File: src/rtl/serial_rx_4.sv
// serial_rx_4 -- framed serial-to-parallel receiver producing 4-bit words.
//
// Frame format: start bit (0), four data bits sent LSB first, an optional
// parity bit, and a stop bit (1). The receiver takes one sample on each
// clock edge where bit_en is high. Each received word is offered downstream
// on a valid/ready handshake. The parity and framing error flags are held
// together with their word.
//
// Parameters:
//   PARITY_EN   1: the frame carries a parity bit after the data; 0: it does not
//   PARITY_ODD  0: even parity; 1: odd parity
// Ports:
//   clk         rising-edge clock
//   clear       synchronous active-high reset
//   bit_en      bit strobe; ser_i is sampled only when this is high
//   ser_i       serial data input; the line idles at 1
//   data_ready  downstream accepts data_out this cycle
//   data_out    received word; bit 0 is the first data bit received
//   data_valid  a word is being held and has not been accepted yet
//   par_err     parity mismatch on the held word
//   frm_err     the stop bit of the held word was sampled as 0
//   overrun     sticky flag: a completed frame was dropped because a word was still held
//   busy        the receiver is in the middle of a frame
module serial_rx_4 #(
    parameter bit PARITY_EN  = 1'b1,
    parameter bit PARITY_ODD = 1'b0
) (
    input  logic       clk,
    input  logic       clear,
    input  logic       bit_en,
    input  logic       ser_i,
    input  logic       data_ready,
    output logic [3:0] data_out,
    output logic       data_valid,
    output logic       par_err,
    output logic       frm_err,
    output logic       overrun,
    output logic       busy
);

    typedef enum logic [1:0] {
        ST_IDLE   = 2'd0,
        ST_DATA   = 2'd1,
        ST_PARITY = 2'd2,
        ST_STOP   = 2'd3
    } state_t;

    // Expected parity bit for a data word under the selected sense.
    function automatic logic parity_calc(input logic [3:0] d, input logic odd);
        return (^d) ^ odd;
    endfunction

    state_t     state_r;
    state_t     state_next_s;
    logic [1:0] cnt_r;
    logic [3:0] shreg_r;
    logic       par_bit_r;
    logic       done_s;
    logic       load_s;
    logic       drop_s;

    logic [3:0] data_out_r;
    logic       data_valid_r;
    logic       par_err_r;
    logic       frm_err_r;
    logic       overrun_r;
    logic       busy_r;

    // FSM state register.
    always_ff @(posedge clk) begin
        if (clear) begin
            state_r <= ST_IDLE;
        end else begin
            state_r <= state_next_s;
        end
    end

    // FSM next-state logic; done_s marks the edge that samples the stop bit.
    always_comb begin
        state_next_s = state_r;
        done_s       = 1'b0;
        case (state_r)
            ST_IDLE: begin
                if (bit_en && !ser_i) begin
                    state_next_s = ST_DATA;
                end else begin
                    state_next_s = ST_IDLE;
                end
            end
            ST_DATA: begin
                // The counter wraps from 3 to 0 on the same edge that leaves DATA.
                if (bit_en && (cnt_r == 2'd3)) begin
                    state_next_s = PARITY_EN ? ST_PARITY : ST_STOP;
                end else begin
                    state_next_s = ST_DATA;
                end
            end
            ST_PARITY: begin
                if (bit_en) begin
                    state_next_s = ST_STOP;
                end else begin
                    state_next_s = ST_PARITY;
                end
            end
            ST_STOP: begin
                if (bit_en) begin
                    state_next_s = ST_IDLE;
                    done_s       = 1'b1;
                end else begin
                    state_next_s = ST_STOP;
                end
            end
            default: begin
                state_next_s = ST_IDLE;
                done_s       = 1'b0;
            end
        endcase
    end

    // A completed frame loads the output when the output is empty or is being
    // drained on this same edge. Otherwise the frame is dropped.
    assign load_s = done_s && (!data_valid_r || data_ready);
    assign drop_s = done_s && data_valid_r && !data_ready;

    // Bit counter, data shift register and captured parity bit.
    always_ff @(posedge clk) begin
        if (clear) begin
            cnt_r     <= 2'd0;
            shreg_r   <= 4'b0000;
            par_bit_r <= 1'b0;
        end else if (bit_en) begin
            case (state_r)
                ST_IDLE: begin
                    cnt_r <= 2'd0;
                end
                ST_DATA: begin
                    // LSB-first: after four shifts the first bit sits at bit 0.
                    shreg_r <= {ser_i, shreg_r[3:1]};
                    cnt_r   <= cnt_r + 2'd1;
                end
                ST_PARITY: begin
                    par_bit_r <= ser_i;
                end
                default: begin
                    cnt_r <= cnt_r;
                end
            endcase
        end
    end

    // Output word register, handshake, error flags, sticky overrun and busy.
    always_ff @(posedge clk) begin
        if (clear) begin
            data_out_r   <= 4'b0000;
            data_valid_r <= 1'b0;
            par_err_r    <= 1'b0;
            frm_err_r    <= 1'b0;
            overrun_r    <= 1'b0;
            busy_r       <= 1'b0;
        end else begin
            busy_r <= (state_next_s != ST_IDLE);
            if (load_s) begin
                data_out_r   <= shreg_r;
                par_err_r    <= PARITY_EN ? (parity_calc(shreg_r, PARITY_ODD) != par_bit_r) : 1'b0;
                frm_err_r    <= ~ser_i;
                data_valid_r <= 1'b1;
            end else if (data_valid_r && data_ready) begin
                data_valid_r <= 1'b0;
            end
            if (drop_s) begin
                overrun_r <= 1'b1;
            end
        end
    end

    assign data_out   = data_out_r;
    assign data_valid = data_valid_r;
    assign par_err    = par_err_r;
    assign frm_err    = frm_err_r;
    assign overrun    = overrun_r;
    assign busy       = busy_r;

endmodule

File: config.mk
export PLATFORM = sky130hd
export DESIGN_NAME = serial_rx_4
export DESIGN_NICKNAME = d
export VERILOG_FILES = /design/src/rtl/serial_rx_4.sv
export SDC_FILE = /design/constraint.sdc
export NUM_CORES = 1
export LEC_CHECK = 0
export ABC_CLOCK_PERIOD_IN_PS = 1290
export BUFFER_PORTS_ARGS = -buffer_cell sky130_fd_sc_hd__buf_2
export CAP_MARGIN = 20
export CORE_MARGIN = 5
export CORE_UTILIZATION = 35
export DETAILED_ROUTE_END_ITERATION = 10
export GPL_TIMING_DRIVEN = 0
export HOLD_SLACK_MARGIN = 0.05
export PLACE_DENSITY = 0.58
export SLEW_MARGIN = 5
export SYNTH_ARGS = -nofsm -noshare
export SYNTH_HDL_FRONTEND = slang
export SYNTH_SLANG_ARGS = --single-unit
File: constraint.sdc
create_clock -name clk -period 1.29 [get_ports clk]
set_input_delay 0.258 -clock clk [delete_from_list [all_inputs] [get_ports clk]]
set_output_delay 0.258 -clock clk [all_outputs]
set_load 0.01 [all_outputs]
### Word level (Yosys, flattened, before mapping)

Index checks and enable logic that the tools add are counted.

| operators by class | value |
|---|---|
| mux-type cells | 10 |
| reductions and logical operators | 18 |
| bitwise gates (word level) | 1 |
| equal/unequal tests | 5 |
| add/sub/neg operators | 1 |

Operators by type and width:

| operator | count |
|---|---|
| one-hot mux 2 bit (4 select lines) | 1 |
| equality test 2 bit (second input constant) | 3 |
| logical AND 1 bit | 6 |
| 2-to-1 mux 1 bit | 6 |
| AND reduction 2 bit | 3 |
| nonzero test 2 bit | 3 |
| 2-to-1 mux 2 bit | 2 |
| one-hot mux 2 bit (2 select lines) | 1 |
| parity 4 bit | 1 |
| logical NOT 1 bit | 3 |
| adder 2 x 1 -> 2 bit (second input constant) | 1 |
| equality test 2 x 1 -> 1 bit (second input constant) | 1 |
| logical NOT 2 bit | 1 |
| logical OR 1 bit | 1 |
| inequality test 1 bit | 1 |
| inverter 1 bit | 1 |

| storage, ports and cells | value |
|---|---|
| input port bits | 5 |
| register bits | 18 |
| word-level logic and storage cells | 45 |

### Logic depth before layout (Yosys ltp)

Gate-level depths: netlist of run 1.

| logic depth | value |
|---|---|
| depth after elaboration | 5 |
| gate-level depth with buffers | 5 |
| depth with buffers taken out | 4 |

### Least setup slack after synthesis of run 1

OpenSTA, ideal clock, no wires.

| timing path | value |
|---|---|
| path kind | register -> register |
| start point | register shreg_r[3] |
| end point | register par_err_r (netlist: par_err) |
| cell stages (with the launch flop) | 5 |
| required time | 1.224 ns |
| clock period less this slack | 1.142 ns |
| slack | 0.148 ns |
| library setup time | 0.066 ns |
| data arrival time | 1.076 ns |
| path through | dfxtp_1 xnor3_1 xnor2_1 nand2_1 a21oi_2 |

| on the way | value |
|---|---|
| word-level cells in the longest chain between the ends | 2 |

Ends and longest elaborated chain:

| what | line | text |
|---|---|---|
| start: declaration | 56 | `logic [3:0] shreg_r;` |
| start signal: assignment | 138 | `shreg_r <= {ser_i, shreg_r[3:1]};` |
| parity 4 bit | 50 | `return (^d) ^ odd;` |
| inequality test 1 bit | 164 | `par_err_r <= PARITY_EN ? (parity_calc(shreg_r, PARITY_ODD) != par_bit_r) : 1'b0;` |
| end signal: assignment | 164 |  |
| end: declaration | 64 | `logic par_err_r;` |

Every way passes these cells.
A chain may end at the register's enable or synchronous reset.

### Final worst setup path of run 1

Ends and elaborated chain as after synthesis.

==> impl_metrics.toml, run 1 <==
[routing]
drt-total-wl_mm = 1.36
routedWlPerCell_um = 10.9
drt_first_pass_iters = 4
drtAntennaViolNets = 0
route.vias.total = 580
vias_per_cell = 4.64
drc_errors = 0
drt_iter0_drc = 10

[yosys]
synth_area_um2 = 767
synth.avg_cell_area_um2 = 9.59
synth_nets = 86
yosysWarnings = 0
yosysTopAreaCell = "dfxtp_1"
synth_top_flop_cell = "dfxtp_1"
syn_inst = 80
netlist.area_leader.share_pct = 47.0
ys_ff_latch = 18
synth-edff-count = 0
yosys.cell_types.count = 26
synthTopCellsByArea = "dfxtp_1 47%, mux2i_1 10%, nor2_1 7.3%, a21oi_1 3.9%, nand2_1 2.9%"
async_flop_share_pct = 0
yosysSeqAreaShare_pct = 47.0

[floorplanning]
die_w_um = 56.8
dieHeight_um = 56.8
rows = 17
start_util_pct = 35.7
die_area_um2 = 3230
core_area_um2 = 2150
ios = 14

[cells_and_area]
diodes = 0
final_common_cell = "dfxtp_1"
finalNetCount = 104
layout-drive-gt1-share_pct = 26.8
layout_common_cells = "17 x dfxtp_1, 15 x nor2_1, 12 x buf_2, 8 x mux2i_1"
area_growth_pct = 20.6

[outcome]
status = "complete, no violations"

[clock_tree]
cts_max_level = 1
cts_root_buffer = "clkbuf_4"
cts_max_path_buffers = 2
worstSkewPairLatency_ps = 290
clock_sinks = 18
cts_buffers = 3
clk_pin_slew_ps = 100
cts_tree = "done"

[place]
gp_congestion = 0.694
dp_hpwl_um = 975
io_buffers = 12
dp_slack_ps = 34.6

[global_route]
grt_pass1_vias = 533
grt_antenna_before_repair = 0
grt_use_total_pct = 9.37
grt_pass1_wl_mm = 2.31
grt.overflow.total = 0
grt_max_degree = 11

[setup_path]
slowest_delay_ps = 400
worstSetupStartpoint = "shreg_r[3]$_SDFFE_PP0P_"
crit_family = "XOR/XNOR gates"
crit_required_ps = 1530
cp.depth = 4
endpoint_kind = "flip-flop"
cp-start-kind = "flip-flop"
r2r-start = "shreg_r[3]$_SDFFE_PP0P_"
r2r_slack_ps = 100
critPathCapture = "par_err$_SDFFE_PP0P_"
cp_cell_sequence = "xnor3_1, xnor2_1, nand2_1, a21oi_2"
crit_fanout = 4
cpMaxStageDelayCell = "xnor3_1"
rr_worst_depth = 4
arrival_ps = 1420
critPathKind = "flip-flop to flip-flop"
critical_path_buf_inv_count = 0
worstReg2RegEnd = "par_err$_SDFFE_PP0P_"

[power]
ir_drop_mv = 0.672
power_density_nw_per_um2 = 1050
power.static_leakage_nw = 0.397

[worst_hold_path]
holdCritPathClass = "input port to flip-flop"

[sta]
finalHoldViolations = 0
worstMarginPinSlew_ps = 410
max_freq_mhz = 843
rsz0062_at_grt = "false"
worst_slack_ps = 104
slew_violations = 0
period_share_pct = 91.9
fin_tns_setup_ps = 0
relSlewSlack_pct = 72.6
skew_ps = 2.67
min_period_ps = 1190
setup_viol = 0

[job]
cap_violations = 0
[metal layers]
layer	global-route usage (%)	wire length, µm	vias up
met5	0	0	-
met4	6.95	38	0
met3	2.99	89	4
met2	14.0	568	12
met1	11.0	666	259
li1	-	-	305
[worst min-delay path by stage]
| stage | from | slack [ps] | end | depth (start not counted) |
|---|---|---|---|---|
| after CTS | clear | 160 | par_err$_SDFFE_PP0P_ | 2 |
| after global placement | cnt_r[1]$_SDFFE_PP0P_ | 440 | cnt_r[1]$_SDFFE_PP0P_ | 2 |
| after global routing | clear | 170 | par_err$_SDFFE_PP0P_ | 2 |
| after floorplan | ser_i | 350 | frm_err$_SDFFE_PP0P_ | 1 |
| after detailed placement | overrun$_SDFFE_PP0P_ | 460 | overrun$_SDFFE_PP0P_ | 2 |
| final | clear | 170 | par_err$_SDFFE_PP0P_ | 2 |
[sequential cells by signal, summed over array words and instances (netlist names)]
register,flops
par_bit_r,1
data_valid,1
shreg_r,4
data_out,4
cnt_r,2
frm_err,1
par_err,1
overrun,1
busy,1
state_r,2
[synthesized netlist by cell type (2+ instances only)]
cell type  number
a21oi_1         6
nor2b_1         2
nand2b_1        2
nand2_1         6
mux2i_1         8
dfxtp_1        18
nor3_1          3
buf_2           2
nor2_1         15
nand3_1         2
[cells by family after synthesis]
logic type	share of synthesized area, %
and+or+nand+nor	25.4
buffers and inverters	3.59
muxes	10.4
adders and majority gates	1.63
DFF	47.0
AOI/OAI and AO/OA	6.69
xor gates and xnor gates	5.22
[what timing repair did]
action	4_1_cts	5_1_grt
endpoints found under the hold margin	0	0
setup endpoints to repair	0	6
setup buffers	0	1
hold buffers	0	0
gates resized for setup	0	5
[through the flow]
stage	hold slack, ps	std cells	total power, mW	instance area [µm²]	utilization, %
final	174	125	0.971	925	43.0
after global routing	174	125	1.01	925	43.0
after floorplan	351	80	0.616	767	-
after detailed placement	456	120	0.634	862	40.1
after global placement	445	120	0.634	862	40.1
after CTS	164	124	0.984	898	41.8
[final cells by class]
| type | instances | area (µm²) |
|---|---|---|
| sequential | 18 | 362 |
| timing repair buffer | 13 | 67.6 |
| clock buffer | 4 | 36.3 |
| multi-input combinational | 58 | 392 |
| tap | 28 | 35.0 |
| buffer | 4 | 32.5 |
| fill | 225 | 1220 |
[report_power, final]
group | internal, mW | switching, mW
logic | 0.0249 | 0.0337
clock network | 0.172 | 0.175
registers | 0.562 | 0.00306
Note: power is estimated with default switching activity, not from simulation.
==> run 2: changes to the inputs <==
--- a/config.mk
+++ b/config.mk
@@ -9,11 +9,11 @@
 export BUFFER_PORTS_ARGS = -buffer_cell sky130_fd_sc_hd__buf_2
 export CAP_MARGIN = 20
 export CORE_MARGIN = 5
-export CORE_UTILIZATION = 35
+export CORE_UTILIZATION = 30
 export DETAILED_ROUTE_END_ITERATION = 10
 export GPL_TIMING_DRIVEN = 0
 export HOLD_SLACK_MARGIN = 0.05
-export PLACE_DENSITY = 0.58
+export PLACE_DENSITY = 0.52
 export SLEW_MARGIN = 5
 export SYNTH_ARGS = -nofsm -noshare
 export SYNTH_HDL_FRONTEND = slang
==> run 2 against run 1 <==
  * First-iteration DRC count fell by 90%
  * Clock power shrank 21%
  * Register-to-register slack about the same
  * Clock skew increased by 4.3 ps
  * Critical path type unchanged
  * Largest power group unchanged
  * Highest routed layer unchanged
==> impl_metrics.toml, run 2 (synthesis results as in run 1) <==
[sta]
max_freq_mhz = 837
slew_violations = 0
period_share_pct = 92.6
finalHoldViolations = 0
worstMarginPinSlew_ps = 461
setup_viol = 0
min_period_ps = 1200
rsz0062_at_grt = "false"
relSlewSlack_pct = 69.3
skew_ps = 6.98
hold_ws_ps = 179
fin_tns_setup_ps = 0

[job]
cap_violations = 0

[routing]
routedWlPerCell_um = 11.1
drc_errors = 0
route.vias.total = 580
drtAntennaViolNets = 0
drt-total-wl_mm = 1.39
drt_first_pass_iters = 2
drt_iter0_drc = 1
vias_per_cell = 4.64

[clock_tree]
cts_tree = "done"
cts_max_level = 1
cts_hold_buf = 0
clk_pin_slew_ps = 100
worstSkewPairLatency_ps = 290
clock_sinks = 18
cts_buffers = 3
cts_root_buffer = "clkbuf_4"
cts_max_path_buffers = 2

[cells_and_area]
finalNetCount = 103
final_common_cell = "dfxtp_1"
layout-drive-gt1-share_pct = 24.2
nFillCells = 258
layout_common_cells = "17 x dfxtp_1, 15 x nor2_1, 13 x buf_2, 8 x mux2i_1"
diodes = 0
fin_cells = 125
area_growth_pct = 17.1

[place]
gp_congestion = 0.685
dp_hpwl_mm = 1.00
dp.cells = 122
io_buffers = 12

[setup_path]
crit_required_ps = 1520
arrival_ps = 1430
rr_worst_depth = 4
endpoint_kind = "flip-flop"
critPathKind = "flip-flop to flip-flop"
cp-start-kind = "flip-flop"
crit_fanout = 4

[power]
power_density_nw_per_um2 = 1000
ir_drop_mv = 0.675
power.static_leakage_nw = 0.384

[global_route]
grt.overflow.total = 0
grt_max_degree = 11
grt_antenna_before_repair = 0
grt_use_total_pct = 8.94
grt_pass1_vias = 555
grt_pass1_wl_mm = 2.43

[floorplanning]
start_util_pct = 31.2
rows = 18
ios = 14
die_area_um2 = 3670
core_area_um2 = 2450
die_w_um = 60.6
dieHeight_um = 60.6

[worst_hold_path]
holdCritPathClass = "input port to flip-flop"
whs_path_depth = 2

[outcome]
status = "complete, no violations"
-- run 2: worst paths after layout --
check,slack (ps),end,from
max,90,par_err$_SDFFE_PP0P_,shreg_r[3]$_SDFFE_PP0P_
min,180,shreg_r[3]$_SDFFE_PP0P_,clear
max reg2reg,90,par_err$_SDFFE_PP0P_,shreg_r[3]$_SDFFE_PP0P_
min reg2reg,470,cnt_r[1]$_SDFFE_PP0P_,cnt_r[1]$_SDFFE_PP0P_
-- run 2: cell type report --
| type | count | area [µm²] | area share (%) |
|---|---|---|---|
| Multi-Input combinational cell | 58 | 387 | 43.0 |
| Sequential cell | 18 | 362 | 40.3 |
| Timing Repair Buffer | 12 | 60.1 | 6.69 |
| Clock buffer | 3 | 22.5 | 2.51 |
| Tap cell | 30 | 37.5 | 4.18 |
| Buffer | 4 | 30.0 | 3.34 |
-- run 2: critical path, stage by stage (launching register included) --
cell and delay (ps):
dfxtp_2 360, xnor3_1 400, xnor2_1 160, nand2_1 80, a21oi_2 120
-- run 2: what timing repair did --
item                       in CTS  in global routing
setup endpoints to repair       0                  6
gates resized for setup         0                  3
setup buffers                   0                  0
-- run 2: power breakdown --
group          leakage [nW]  total (mW)  internal (mW)  switching [mW]
Combinational         0.224      0.0593         0.0239          0.0354
Sequential            0.146       0.565          0.562         0.00287
Clock                0.0138       0.274          0.109           0.166
Total                 0.384       0.899          0.695           0.204
-- run 2: per-layer routing --
| layer | vias to the layer above | global-route usage [%] | share of wire, % |
|---|---|---|---|
| li1 | 304 | - | - |
| met1 | 263 | 11.8 | 50 |
| met2 | 11 | 12.8 | 43 |
| met3 | 2 | 3.83 | 6.3 |
| met4 | 0 | 3.72 | 0.72 |
| met5 | - | 0 | 0 |
-- run 2: stage by stage --
stage / setup WS [ps] / utilization [%] / instance area [µm²] / power [mW]
finish: 94.8 / 36.6 / 898 / 0.899
global route: 0.920 / 36.6 / 898 / 0.954
CTS: 9.87 / 36.1 / 887 / 0.919
detailed placement: 35.7 / 35.2 / 865 / 0.636
global placement: 53.3 / 35.2 / 865 / 0.635
floorplan: 148 / - / 767 / 0.616
